**src/rtl/handshake_tx.sv**
```systemverilog
// handshake_tx: sends WIDTH-bit words out of the clk domain over a 4-phase
// req/ack handshake. The returning acknowledge is resynchronised through a
// SYNC_STAGES flop chain. data_out is loaded only when a word is accepted and
// stays stable until the handshake completes.
// Optional feature macro: HANDSHAKE_TX_TIMEOUT_EN adds a per-phase abort
// counter and a sticky timeout_err flag. Without it timeout_err is always 0.
module handshake_tx #(
    parameter int WIDTH          = 8,
    parameter int SYNC_STAGES    = 2,
    parameter int TIMEOUT_CYCLES = 1024
) (
    input  logic             clk,
    input  logic             rst_n,
    input  logic             in_valid,
    output logic             in_ready,
    input  logic [WIDTH-1:0] in_data,
    output logic             req_out,
    output logic [WIDTH-1:0] data_out,
    input  logic             ack_async,
    output logic             busy,
    output logic             timeout_err
);

    typedef enum logic [1:0] {
        IDLE     = 2'd0,
        REQ      = 2'd1,
        ACK_WAIT = 2'd2
    } state_t;

    state_t             state_reg, state_next;
    logic               req_out_reg, req_out_next;
    logic [WIDTH-1:0]   data_out_reg, data_out_next;
    logic               timeout_err_reg, timeout_err_next;

    logic [SYNC_STAGES-1:0] sync_reg;
    logic [SYNC_STAGES-1:0] sync_in;
    logic                   ack_sync;

    // Each synchroniser stage takes the previous one; stage 0 takes the raw ack.
    genvar gi;
    generate
        for (gi = 0; gi < SYNC_STAGES; gi++) begin : g_sync
            if (gi == 0) begin : g_first
                assign sync_in[gi] = ack_async;
            end else begin : g_rest
                assign sync_in[gi] = sync_reg[gi-1];
            end
        end
    endgenerate

    // Acknowledge synchroniser chain, cleared by reset.
    always_ff @(posedge clk) begin
        if (!rst_n) begin
            sync_reg <= '0;
        end else begin
            sync_reg <= sync_in;
        end
    end

    assign ack_sync = sync_reg[SYNC_STAGES-1];

`ifdef HANDSHAKE_TX_TIMEOUT_EN
    localparam int CNT_W = $clog2(TIMEOUT_CYCLES + 1);

    logic [CNT_W-1:0] count_reg, count_next;
    logic             count_hit;

    // The counter value after this edge would reach TIMEOUT_CYCLES.
    assign count_hit = (count_reg == CNT_W'(TIMEOUT_CYCLES - 1));
`else
    // Parameter kept for interface compatibility; it has no effect in this build.
    logic unused_timeout_cfg;
    assign unused_timeout_cfg = ^TIMEOUT_CYCLES;
`endif

    // A new word may only be taken in IDLE once the previous ack has fully dropped.
    assign in_ready    = (state_reg == IDLE) && !ack_sync;
    assign busy        = (state_reg != IDLE);
    assign req_out     = req_out_reg;
    assign data_out    = data_out_reg;
    assign timeout_err = timeout_err_reg;

    // Next-state and registered-output logic of the handshake FSM.
    always_comb begin
        state_next       = state_reg;
        req_out_next     = req_out_reg;
        data_out_next    = data_out_reg;
        timeout_err_next = timeout_err_reg;
        case (state_reg)
            IDLE: begin
                req_out_next = 1'b0;
                if (in_valid && in_ready) begin
                    data_out_next = in_data;
                    req_out_next  = 1'b1;
                    state_next    = REQ;
                end
            end
            REQ: begin
                // A falling ack_sync here is ignored: only its rise matters.
                req_out_next = 1'b1;
                if (ack_sync) begin
                    req_out_next = 1'b0;
                    state_next   = ACK_WAIT;
                end
`ifdef HANDSHAKE_TX_TIMEOUT_EN
                else if (count_hit) begin
                    req_out_next     = 1'b0;
                    timeout_err_next = 1'b1;
                    state_next       = ACK_WAIT;
                end
`endif
            end
            ACK_WAIT: begin
                req_out_next = 1'b0;
                if (!ack_sync) begin
                    state_next = IDLE;
                end
`ifdef HANDSHAKE_TX_TIMEOUT_EN
                else if (count_hit) begin
                    timeout_err_next = 1'b1;
                    state_next       = IDLE;
                end
`endif
            end
            default: begin
                req_out_next = 1'b0;
                state_next   = IDLE;
            end
        endcase
    end

    // FSM state and output registers.
    always_ff @(posedge clk) begin
        if (!rst_n) begin
            state_reg       <= IDLE;
            req_out_reg     <= 1'b0;
            data_out_reg    <= '0;
            timeout_err_reg <= 1'b0;
        end else begin
            state_reg       <= state_next;
            req_out_reg     <= req_out_next;
            data_out_reg    <= data_out_next;
            timeout_err_reg <= timeout_err_next;
        end
    end

`ifdef HANDSHAKE_TX_TIMEOUT_EN
    // Phase counter: restarts on every state change, counts while handshaking.
    always_comb begin
        count_next = '0;
        if ((state_next == state_reg) && (state_reg != IDLE)) begin
            count_next = count_reg + 1'b1;
        end
    end

    // Phase counter register.
    always_ff @(posedge clk) begin
        if (!rst_n) begin
            count_reg <= '0;
        end else begin
            count_reg <= count_next;
        end
    end
`endif

endmodule

```
**config.mk**
```make
export PLATFORM = sky130hd
export DESIGN_NAME = handshake_tx
export DESIGN_NICKNAME = d
export VERILOG_FILES = /design/src/rtl/handshake_tx.sv
export SDC_FILE = /design/constraint.sdc
export NUM_CORES = 1
export LEC_CHECK = 0
export ABC_AREA = 0
export BUFFER_PORTS_ARGS = -buffer_cell sky130_fd_sc_hd__buf_2
export CAP_MARGIN = 20
export CORE_AREA = 2 2 39 41
export CTS_CLUSTER_DIAMETER = 30
export DETAILED_ROUTE_END_ITERATION = 16
export DIE_AREA = 0 0 41 43
export GPL_ROUTABILITY_DRIVEN = 0
export HOLD_SLACK_MARGIN = 0.08
export PLACE_DENSITY = 0.71
export RECOVER_POWER = 50
export SETUP_SLACK_MARGIN = 0.5
export SLEW_MARGIN = 25
export SYNTH_ARGS = -nofsm -noshare
export SYNTH_HDL_FRONTEND = slang
export SYNTH_SLANG_ARGS = --single-unit
```
**constraint.sdc**
```tcl
create_clock -name clk -period 1.29 [get_ports clk]
set_input_delay 0.0645 -clock clk [delete_from_list [all_inputs] [get_ports clk]]
set_output_delay 0.0645 -clock clk [all_outputs]
set_load 0.005 [all_outputs]
```
==> flow_summary_export.csv <==
group,metric,value,unit
outcome,status,"complete, no violations",
pwr,pwr-share-seq,53.2,%
logic_synthesis,synth_edf_count,0,
die,fp.dieW,41,um
global_route,grt_use_total,13.42,%
pwr,ir_worst_vdd,546.6,uV
logic_synthesis,yosys.area.top_type,"dfxtp_1",
logic_synthesis,ys_seq_area_share,51.49,%
global_route,grt_pass1_wl,1656,um
global_route,grt_max_degree,22,
pwr,switching_power,192.8,uW
timing,fin_tns_setup,0,ns
place,dp.cells,87,
cts,clockRootBuffer,"clkbuf_4",
flow_run,drv_cap,0,
drt,drt_iter0_markers,7,
global_route,grt_pass1_vias,424,
cts,clk_pin_slew,0.07,ns
critical_path,crit_fanout,3,
final_layout,largest_register_ffs,8,
place,dp_hpwl,614.2,um
hold_path,holdCritPathClass,"in2reg",
timing,hold_viol_final,0,
cts,numClockSinks,13,
cts,tritoncts,"done",
logic_synthesis,netlist_instances,52,
drt,drtAntennaViolNets,0,
final_layout,utilization,58.77,%
cts,clock_latency,0.26,ns
timing,max_freq,911.2,MHz
timing,finalSetupViolCount,0,
die,rows,14,
logic_synthesis,synth_cell_types,15,
final_layout,final_common_cell,"buf_2",
final_layout,fin_nets,101,
die,dieHeight,43,um
drt,drcViolationCount,0,
die,io_pins,24,
final_layout,num_antenna_cells,0,
drt,num_vias,475,
pwr,p_clk_share,28.8,%
cts,cts_buffer_depth,2,
final_layout,fillers,134,
final_layout,stdcell_count,104,
drt,wl,1075,um
pwr,powerDensity,1021,nW/um2
drt,firstDrtPassIters,4,
critical_path,worstPathArrival,1.03,ns
logic_synthesis,synth_warnings,0,
final_layout,area_growth,60.89,%
cts,cts-buffers-inserted,3,
global_route,use_met1,16.67,%
logic_synthesis,ys_ff_latch,13,
global_route,met3_usage,3.141,%
drt,wire_per_inst,10.34,um
pwr,power.total,830.3,uW
logic_synthesis,async_flop_share,0,%
global_route,top_usage_layer,"met2",
timing,rsz0062_at_grt,"yes",
die,initial_core_util,36.53,%
critical_path,critPathKind,"reg2out",
critical_path,start_kind,"flop",
logic_synthesis,syn_nets,64,
place,io_buffers,22,
logic_synthesis,syn-cell-area,505.5,um2
pwr,power_frac_comb,18.0,%
global_route,met2_usage,20.94,%
logic_synthesis,syn_avg_cell_area,9.721,um2
cts,h-tree-depth,1,
critical_path,required,1.23,ns
timing,fin_skew,0.003600,ns
timing,period_needed,1.097,ns
global_route,grt.overflow.total,0,
final_layout,layout_common_cells,"buf_2 (18), nand2_1 (16), dfxtp_1 (11), dlygate4sd3_1 (9), mux2i_1 (8)",
critical_path,crit_path_end_kind,"output port",
pwr,internal_power,637.5,uW
timing,post-route-period-util,85.07,%
die,die_area,1763,um2
timing,slew_viol_final,0,
final_layout,drive_above_1_share,38.64,%
pwr,swShare,23.22,%
logic_synthesis,synth.top_cell.area_share,51.49,%
logic_synthesis,synth.area.top_cells,"dfxtp_1 (51%), mux2i_1 (16%), nand2_1 (12%)",
drt,viasPerCell,4.567,
pwr,static-leakage-power,0.0003888,uW
global_route,antenna_found_initial,0,
logic_synthesis,ys.flop_type,"dfxtp_1",
die,coreArea,1384,um2
-- power groups by stage --
stage | combinational [uW] | clock [uW] | sequential, uW
4_1_cts | 141 | 254 | 438
3_3_place_gp | 105 | 0 | 449
3_5_place_dp | 106 | 0 | 449
5_1_grt | 166 | 258 | 445
6_report | 150 | 239 | 442
2_1_floorplan | 62.2 | 0 | 451
-- synth_stat cells, types with 2 or more instances --
| cell | n |
|---|---|
| nor2_1 | 2 |
| mux2i_1 | 8 |
| nand2_1 | 16 |
| and2_1 | 2 |
| nor4b_1 | 2 |
| dfxtp_1 | 13 |
-- worst max-delay path: stages (launching register included) --
cell and delay, ns:
dfxtp_1 0.36, or2_1 0.23, nor2_1 0.08, buf_2 0.11
-- through the flow --
step                      hold slack (ns)  cell area, um2  worst slack, ns
final                              0.1546           813.3           0.1925
after global routing               0.1876           813.3           0.1283
after CTS                          0.1292           794.5           0.1955
after detailed placement           0.2760           616.8           0.2054
after global placement             0.2727           616.8           0.2070
after floorplan                    0.1918           506.7           0.2790
-- layer usage --
layer / wire [um] / vias up
li1: - / 242
met1: 472 / 216
met2: 518 / 15
met3: 69 / 2
met4: 14 / 0
met5: 0 / -
-- path summary, 6_finish.rpt --
path                                           startpoint                   endpoint  slack, ns  depth (start not counted)
worst max-delay path            state_reg[1]$_SDFFE_PN0P_                   in_ready       0.19                          3
worst min-delay path                             in_valid  state_reg[0]$_SDFFE_PN0P_       0.15                          3
worst max register to register  state_reg[1]$_SDFFE_PN0P_   data_out[3]$_SDFFE_PN0P_       0.21                          3
worst min register to register     sync_reg[0]$_SDFF_PN0_     sync_reg[1]$_SDFF_PN0_       0.45                          1
-- what timing repair did --
action                                  in CTS  in global routing
endpoints found under the setup margin      16                 18
setup buffers                                4                  0
hold endpoints to repair                     9                  0
hold buffers                                 9                  0
pin swaps                                    3                  0
gates resized for setup                     11                  9
-- final cells by class --
cell class	instances	area [um2]	area share, %
multi-input cells	35	241.5	29.69
flip-flops and latches	13	262.8	32.31
well taps	16	20.02	2.462
repair buffers	36	262.8	32.31
clock buffers	4	26.28	3.231
-- logic make-up after synthesis --
kind of cell,Yosys count,share of synthesized area (%)
xor+xnor,1,1.733
buf+inv,4,5.444
flops,13,51.49
mux,8,15.84
other cells,1,0.7419
simple gates,25,24.75
Note: power is estimated with default switching activity, not from simulation.
